[src/rtl/framebuffer_scanout_if.sv]
// Bus bundle for the framebuffer scanout block: BRAM read port plus the
// upscaled pixel stream.
//
// Handshake: a pixel transfers in every cycle where pix_valid and pix_ready
// are both high at the rising clock edge. While pix_valid is high and
// pix_ready is low, pix_data, pix_sof and pix_eol hold their values, and
// pix_valid does not drop until the pixel is taken. The BRAM port has no
// handshake: fb_data is valid READ_LATENCY cycles after fb_rd_en.
interface framebuffer_scanout_if #(
  parameter int ADDR_BITS   = 18,
  parameter int DATA_WIDTH  = 16,
  parameter int COLOR_WIDTH = 12
);
  logic                   fb_rd_en;
  logic [ADDR_BITS-1:0]   fb_addr;
  logic [DATA_WIDTH-1:0]  fb_data;
  logic                   pix_valid;
  logic                   pix_ready;
  logic [COLOR_WIDTH-1:0] pix_data;
  logic                   pix_sof;
  logic                   pix_eol;

  // Scanout side: drives reads and the pixel stream.
  modport master (
    output fb_rd_en, fb_addr,
    input  fb_data,
    output pix_valid, pix_data, pix_sof, pix_eol,
    input  pix_ready
  );

  // Memory/display side.
  modport slave (
    input  fb_rd_en, fb_addr,
    output fb_data,
    input  pix_valid, pix_data, pix_sof, pix_eol,
    output pix_ready
  );
endinterface

[src/rtl/framebuffer_scanout.sv]
// Framebuffer scanout: reads the source framebuffer in raster order (each
// source line twice) and emits a 2x upscaled pixel stream with SOF/EOL
// markers. BRAM latency is hidden by a small prefetch FIFO whose reads are
// credit-limited against in-flight requests so it can never overflow.
module framebuffer_scanout #(
  parameter int SRC_WIDTH    = 512,
  parameter int SRC_HEIGHT   = 384,
  parameter int ADDR_BITS    = 18,
  parameter int DATA_WIDTH   = 16,
  parameter int COLOR_WIDTH  = 12,
  parameter int READ_LATENCY = 2,
  parameter int FIFO_DEPTH   = 4
) (
  input  logic clk,
  input  logic rst,
  input  logic start,
  output logic busy,
  output logic frame_done,
  output logic [1:0] dbg_state,
  framebuffer_scanout_if.master bus
);

  localparam int FXW = $clog2(SRC_WIDTH);
  localparam int FLW = $clog2(2 * SRC_HEIGHT);
  localparam int OXW = $clog2(2 * SRC_WIDTH);
  localparam int OYW = FLW;
  localparam int PW  = $clog2(FIFO_DEPTH);
  localparam int CW  = $clog2(FIFO_DEPTH + READ_LATENCY + 1) + 1;

  localparam logic [FXW-1:0] FX_LAST = FXW'(SRC_WIDTH - 1);
  localparam logic [FLW-1:0] FL_LAST = FLW'(2 * SRC_HEIGHT - 1);
  localparam logic [OXW-1:0] OX_LAST = OXW'(2 * SRC_WIDTH - 1);
  localparam logic [OYW-1:0] OY_LAST = OYW'(2 * SRC_HEIGHT - 1);

  typedef enum logic [1:0] {
    S_IDLE  = 2'd0,
    S_FETCH = 2'd1,
    S_DRAIN = 2'd2,
    S_DONE  = 2'd3
  } state_t;

  state_t                  state_q;
  logic                    busy_q;
  logic                    done_q;
  logic [FXW-1:0]          fx_q;
  logic [FLW-1:0]          fline_q;
  logic [OXW-1:0]          ox_q;
  logic [OYW-1:0]          oy_q;
  logic                    rep_q;
  logic [READ_LATENCY-1:0] inflight_q;
  logic [READ_LATENCY-1:0] inflight_d;
  logic [PW:0]             wr_ptr_q;
  logic [PW:0]             rd_ptr_q;
  logic [COLOR_WIDTH-1:0]  mem_q [FIFO_DEPTH];

  logic [PW:0]   fifo_count;
  logic [CW-1:0] inflight_cnt;
  logic          credit_ok;
  logic          issue;
  logic          last_read;
  logic          ret_valid;
  logic          fifo_empty;
  logic          hs;
  logic          pop;
  logic          last_hs;
  logic          start_acc;

  assign fifo_count = wr_ptr_q - rd_ptr_q;
  assign fifo_empty = (fifo_count == '0);
  assign ret_valid  = inflight_q[READ_LATENCY-1];
  assign credit_ok  = (inflight_cnt + CW'(fifo_count)) < CW'(FIFO_DEPTH);
  assign issue      = (state_q == S_FETCH) && credit_ok;
  assign last_read  = (fx_q == FX_LAST) && (fline_q == FL_LAST);
  assign hs         = !fifo_empty && bus.pix_ready;
  assign pop        = hs && rep_q;
  assign last_hs    = hs && (ox_q == OX_LAST) && (oy_q == OY_LAST);
  assign start_acc  = (state_q == S_IDLE) && start;

  // Count reads still travelling through the BRAM pipeline.
  always_comb begin
    inflight_cnt = '0;
    for (int i = 0; i < READ_LATENCY; i++) begin
      inflight_cnt = inflight_cnt + CW'(inflight_q[i]);
    end
  end

  // Next value of the in-flight shift register: new read enters at bit 0.
  always_comb begin
    inflight_d    = '0;
    inflight_d[0] = issue;
    for (int i = 1; i < READ_LATENCY; i++) begin
      inflight_d[i] = inflight_q[i-1];
    end
  end

  // Frame state machine and fetch-side raster counters.
  always_ff @(posedge clk or negedge rst) begin
    if (!rst) begin
      state_q <= S_IDLE;
      busy_q  <= 1'b0;
      done_q  <= 1'b0;
      fx_q    <= '0;
      fline_q <= '0;
    end else begin
      done_q <= 1'b0;
      case (state_q)
        S_IDLE: begin
          if (start) begin
            state_q <= S_FETCH;
            busy_q  <= 1'b1;
            fx_q    <= '0;
            fline_q <= '0;
          end
        end
        S_FETCH: begin
          if (issue) begin
            if (fx_q == FX_LAST) begin
              fx_q    <= '0;
              fline_q <= (fline_q == FL_LAST) ? '0 : fline_q + FLW'(1);
            end else begin
              fx_q <= fx_q + FXW'(1);
            end
            if (last_read) state_q <= S_DRAIN;
          end
        end
        S_DRAIN: begin
          if (last_hs) begin
            state_q <= S_DONE;
            done_q  <= 1'b1;
          end
        end
        S_DONE: begin
          state_q <= S_IDLE;
          busy_q  <= 1'b0;
        end
        default: state_q <= S_IDLE;
      endcase
    end
  end

  // Read pipeline tracking and FIFO pointers; reset drops late BRAM data.
  always_ff @(posedge clk or negedge rst) begin
    if (!rst) begin
      inflight_q <= '0;
      wr_ptr_q   <= '0;
      rd_ptr_q   <= '0;
    end else begin
      inflight_q <= inflight_d;
      if (ret_valid) wr_ptr_q <= wr_ptr_q + (PW+1)'(1);
      if (pop)       rd_ptr_q <= rd_ptr_q + (PW+1)'(1);
    end
  end

  // FIFO storage; only the colour bits are kept.
  always_ff @(posedge clk) begin
    if (ret_valid) mem_q[wr_ptr_q[PW-1:0]] <= bus.fb_data[COLOR_WIDTH-1:0];
  end

  // Output raster position and horizontal repeat phase.
  always_ff @(posedge clk or negedge rst) begin
    if (!rst) begin
      ox_q  <= '0;
      oy_q  <= '0;
      rep_q <= 1'b0;
    end else if (start_acc) begin
      ox_q  <= '0;
      oy_q  <= '0;
      rep_q <= 1'b0;
    end else if (hs) begin
      rep_q <= ~rep_q;
      if (ox_q == OX_LAST) begin
        ox_q <= '0;
        oy_q <= (oy_q == OY_LAST) ? '0 : oy_q + OYW'(1);
      end else begin
        ox_q <= ox_q + OXW'(1);
      end
    end
  end

  assign bus.fb_rd_en  = issue;
  assign bus.fb_addr   = ADDR_BITS'(SRC_WIDTH) * ADDR_BITS'(fline_q >> 1) + ADDR_BITS'(fx_q);
  assign bus.pix_valid = !fifo_empty;
  assign bus.pix_data  = fifo_empty ? '0 : mem_q[rd_ptr_q[PW-1:0]];
  assign bus.pix_sof   = !fifo_empty && (ox_q == '0) && (oy_q == '0);
  assign bus.pix_eol   = !fifo_empty && (ox_q == OX_LAST);

  assign busy       = busy_q;
  assign frame_done = done_q;
  assign dbg_state  = state_q;

endmodule

[src/flat_wrapper.sv]
// flat-port wrapper written by rule: the top's interface ports become plain ports
module framebuffer_scanout_flat 
#(
  parameter int SRC_WIDTH    = 512,
  parameter int SRC_HEIGHT   = 384,
  parameter int ADDR_BITS    = 18,
  parameter int DATA_WIDTH   = 16,
  parameter int COLOR_WIDTH  = 12,
  parameter int READ_LATENCY = 2,
  parameter int FIFO_DEPTH   = 4
)
  (clk, rst, start, busy, frame_done, dbg_state, bus_fb_rd_en, bus_fb_addr, bus_fb_data, bus_pix_valid, bus_pix_data, bus_pix_sof, bus_pix_eol, bus_pix_ready);
  framebuffer_scanout_if #(.ADDR_BITS(ADDR_BITS), .DATA_WIDTH(DATA_WIDTH), .COLOR_WIDTH(COLOR_WIDTH)) bus_i ();
  input  logic clk;
  input  logic rst;
  input  logic start;
  output logic busy;
  output logic frame_done;
  output logic [1:0] dbg_state;
  output wire logic [$bits(bus_i.fb_rd_en)-1:0] bus_fb_rd_en;
  output wire logic [$bits(bus_i.fb_addr)-1:0] bus_fb_addr;
  input wire logic [$bits(bus_i.fb_data)-1:0] bus_fb_data;
  output wire logic [$bits(bus_i.pix_valid)-1:0] bus_pix_valid;
  output wire logic [$bits(bus_i.pix_data)-1:0] bus_pix_data;
  output wire logic [$bits(bus_i.pix_sof)-1:0] bus_pix_sof;
  output wire logic [$bits(bus_i.pix_eol)-1:0] bus_pix_eol;
  input wire logic [$bits(bus_i.pix_ready)-1:0] bus_pix_ready;
  assign bus_fb_rd_en = bus_i.fb_rd_en;
  assign bus_fb_addr = bus_i.fb_addr;
  assign bus_i.fb_data = bus_fb_data;
  assign bus_pix_valid = bus_i.pix_valid;
  assign bus_pix_data = bus_i.pix_data;
  assign bus_pix_sof = bus_i.pix_sof;
  assign bus_pix_eol = bus_i.pix_eol;
  assign bus_i.pix_ready = bus_pix_ready;
  framebuffer_scanout #(.SRC_WIDTH(SRC_WIDTH), .SRC_HEIGHT(SRC_HEIGHT), .ADDR_BITS(ADDR_BITS), .DATA_WIDTH(DATA_WIDTH), .COLOR_WIDTH(COLOR_WIDTH), .READ_LATENCY(READ_LATENCY), .FIFO_DEPTH(FIFO_DEPTH)) u_core (.clk(clk), .rst(rst), .start(start), .busy(busy), .frame_done(frame_done), .dbg_state(dbg_state), .bus(bus_i));
endmodule
[config.mk]
export PLATFORM = sky130hd
export DESIGN_NAME = framebuffer_scanout_flat
export DESIGN_NICKNAME = d
export VERILOG_FILES = /design/src/rtl/framebuffer_scanout_if.sv /design/src/rtl/framebuffer_scanout.sv /design/src/flat_wrapper.sv
export SDC_FILE = /design/constraint.sdc
export NUM_CORES = 1
export LEC_CHECK = 0
export CORE_ASPECT_RATIO = 1.1
export CORE_MARGIN = 2
export CORE_UTILIZATION = 55
export CTS_CLUSTER_DIAMETER = 100
export CTS_CLUSTER_SIZE = 10
export DETAILED_ROUTE_END_ITERATION = 8
export GPL_ROUTABILITY_DRIVEN = 0
export PLACE_DENSITY_LB_ADDON = 0.05
export SLEW_MARGIN = 15
export SYNTH_ARGS = -nofsm -noshare
export SYNTH_HDL_FRONTEND = slang
export SYNTH_SLANG_ARGS = --single-unit
[constraint.sdc]
create_clock -name clk -period 5.5 [get_ports clk]
set_input_delay 0.825 -clock clk [delete_from_list [all_inputs] [get_ports clk]]
set_output_delay 0.825 -clock clk [all_outputs]
set_load 0.01 [all_outputs]
==> run summary <==
## Power and ir drop
- **leakage power figure** 0.002147 uW
- **largest voltage drop on the vdd net** 0.2358 mV
- **Final Total Pwr** 2576 uW
- **power density over cell area** 460.2 nW/um2

## Timing
- **final-report hold violation count** 0
- **Max-slew headroom** 0.3728
- **unrepaired setup endpoints after global routing** no
- **highest clock frequency the design can meet** 0.2661 GHz
- **setup_tns** 0 ns
- **final clock skew** 0.01086 ns
- **Worst Tran Pin Value** 0.9367 ns
- **crit path setup slack, layout** 1.742 ns
- **Tmin final** 3.758 ns
- **portion of the clock cycle consumed by the worst path in the final layout** 0.6833
- **final-report max-slew violation count** 0
- **final setup violation count** 0

## Worst setup path
- **slack of the worst reg-to-reg path** 2.48 ns
- **start-to-end type of the worst setup path** reg -> out
- **R2R cell count** 6
- **Worst EP required** 4.68 ns
- **crit path to** bus_pix_sof
- **Critical Path Start Type** flip-flop
- **r2r endpoint** u_core.oy_q[4]
- **data arrival time of the critical path** 2.93 ns
- **origin of the critical flop-to-flop path** u_core.rd_ptr_q[1]
- **crit path from** u_core.rd_ptr_q[1]
- **largest driver fanout on the critical path** 15
- **Worst Setup End Kind** output pin

## Floorplan
- **core box area** 8452 um2
- **die width** 93.35 um
- **y dimension of the die** 102.3 um
- **area enclosed by the die boundary** 9547 um2
- **Core Rows** 35
- **count of pins on the block boundary** 58
- **Initial Util** 0.5714

## Final layout
- **Post-layout nets** 493
- **layout overhead on the synthesized area** 15.88%
- **commonest cells after routing, fill and taps aside** sky130_fd_sc_hd__clkdlybuf4s50_1 (52), sky130_fd_sc_hd__dfrtp_1 (52), sky130_fd_sc_hd__edfxtp_1 (48)
- **proportion of layout cells with a drive suffix above 1** 0.08061
- **utilization of the core after routing** 0.6622
- **number of antenna repair diodes** 0

## Drt
- **initial detailed-routing violation count** 195
- **wire length after detailed routing** 8959 um
- **number of routed nets with antenna violations** 0
- **wire length per cell** 15.72 um
- **routed via count divided by cell count** 5.693
- **number of iterations in the first detailed-routing pass** 4
- **total vias in the final route** 3245
- **# DRC** 0

## Yosys
- **proportion of register bits with asynchronous set or reset after synthesis** 0.5200
- **yosys warns** 0
- **gate count of the mapped netlist** 406
- **Seq/Total Area, Yosys** 0.5679
- **number of synthesized flops with an enable pin** 48
- **most instantiated flip-flop cell in the synthesis netlist** sky130_fd_sc_hd__dfrtp_1
- **number of unique standard cell types used by synthesis** 44
- **number of register bits inferred by synthesis** 100
- **syn nets** 445
- **Post-Syn Area per Cell** 11.90 um2
- **combined area of all synthesized cells** 4830 um2

## Clocking
- **clock tree from TritonCTS** yes
- **buffers inserted during post-CTS setup optimization** 0
- **clock latency on the worst-skew pair** 0.36 ns
- **number of levels in the clock H-tree** 3
- **CTS Root Buffer Type** sky130_fd_sc_hd__clkbuf_8
- **hold buffers post-CTS** 0
- **number of clock sinks seen by CTS** 100
- **clock transition at the registers of the reported paths** 0.09 ns
- **Resize count post-CTS** 0
- **CTS Buf Count** 9
- **maximum clock path buffer count** 2

## Outcome
- **result of the run** finished, final reports clean

## Hold path
- **class of the tightest hold or removal check** reg -> reg

## GRT
- **gr usage total** 0.2018
- **global-route wire length before repair** 14920 um
- **antenna violations before repair** 0
- **largest net degree at the start of global routing** 53
- **vias in the first global route** 3116
- **gr ovfl total** 0

## Placement
- **setup slack after placement** 2.087 ns
- **Port Buffer Count** 53
- **Final HPWL DP** 5972 um

## Flow run
- **Maximum Capacitance Violations** 0

==> flip-flops by register name, summed over array words and instances (netlist names) <==
name and count:
u_core.busy 1, u_core.dbg_state 2, u_core.fline_q 10, u_core.frame_done 1, u_core.fx_q 9, u_core.inflight_q 2
u_core.mem_q 48, u_core.ox_q 10, u_core.oy_q 10, u_core.rd_ptr_q 3, u_core.rep_q 1, u_core.wr_ptr_q 3
==> metal layers <==
metal / vias up / wire, um / part of all wire / global-route usage
li1: 1584 / - / - / -
met1: 1605 / 4237 / 0.47 / 0.2756
met2: 49 / 4328 / 0.48 / 0.3304
met3: 7 / 304 / 0.034 / 0.04425
met4: 0 / 89 / 0.0099 / 0.05769
met5: - / 0 / 0 / 0
==> synth_stat cells, drive strengths merged (2+ instances only) <==
library cell | count | area (um2)
nand2 | 30 | 112.6
o211ai | 2 | 15.01
a311oi | 5 | 43.79
xnor2 | 4 | 35.03
nor2b | 16 | 100.1
nand4 | 7 | 43.79
clkbuf | 9 | 33.78
a211oi | 2 | 15.01
xor2 | 9 | 78.83
nand2b | 4 | 25.02
dfrtp | 52 | 1301
a21oi | 16 | 80.08
inv | 17 | 63.81
o41ai | 2 | 17.52
ha | 18 | 225.2
mux2 | 2 | 22.52
nor4 | 4 | 25.02
o31ai | 10 | 75.07
nor2 | 29 | 108.9
buf | 11 | 77.57
o21ai | 23 | 115.1
edfxtp | 48 | 1441
and2 | 8 | 50.05
nor3 | 6 | 30.03
and3 | 7 | 43.79
mux4 | 12 | 270.3
or3 | 5 | 31.28
nand3 | 26 | 130.1
mux2i | 2 | 20.02
or4 | 8 | 60.06
==> final cells by class <==
type	instances	area, um2
Multi-Input combinational cell	269	1912
Clock inverter	7	60.06
Tap cell	111	138.9
Sequential cell	100	2743
Timing Repair Buffer	57	555.5
Fill cell	641	2855
Clock buffer	9	123.9
Inverter	17	63.81
==> through the flow <==
| step | cell area, um2 | hold slack, ns | std cells |
|---|---|---|---|
| detailed placement | 5413 | 0.3707 | 554 |
| global placement | 5413 | 0.3675 | 554 |
| global route | 5597 | 0.4102 | 570 |
| finish | 5597 | 0.3923 | 570 |
| floorplan | 4830 | 0.3597 | 406 |
| CTS | 5597 | 0.3929 | 570 |
==> kinds of logic (layout without fill, tap and decap cells) <==
kind of cell	after synthesis	count (layout)	share of synthesized area
DFF	100	100	0.5679
and+or+nand+nor	152	152	0.1609
buffers and inverters	37	90	0.03627
adders and majority gates	19	19	0.05078
AOI/OAI and AO/OA	68	68	0.09093
xor gates and xnor gates	14	14	0.02850
muxes	16	16	0.06477
==> worst min-delay path by stage <==
| stage | startpoint | end | slack [ns] | cells after the start |
|---|---|---|---|---|
| 2_1_floorplan | u_core.inflight_q[0] | u_core.inflight_q[1] | 0.36 | 0 |
| 3_3_place_gp | u_core.inflight_q[0] | u_core.inflight_q[1] | 0.37 | 0 |
| 3_5_place_dp | u_core.inflight_q[0] | u_core.inflight_q[1] | 0.37 | 0 |
| 4_1_cts | u_core.inflight_q[0] | u_core.inflight_q[1] | 0.39 | 0 |
| 5_1_grt | u_core.inflight_q[0] | u_core.inflight_q[1] | 0.41 | 0 |
| 6_report | u_core.inflight_q[0] | u_core.inflight_q[1] | 0.39 | 0 |
==> power by group <==
part,internal (uW),total (uW),switching (uW)
clock network,172,438,266
registers,880,971,91.3
logic,581,1170,586
==> critical path, cell delays in order (launching register included) <==
cell	delay, ns
sky130_fd_sc_hd__dfrtp_1	0.78
sky130_fd_sc_hd__fa_1	0.59
sky130_fd_sc_hd__nand2_1	0.13
sky130_fd_sc_hd__nor2_1	0.05
sky130_fd_sc_hd__buf_4	0.20
sky130_fd_sc_hd__nor3_1	0.24
sky130_fd_sc_hd__clkdlybuf4s50_1	0.57
(Power assumes the default switching activity.)
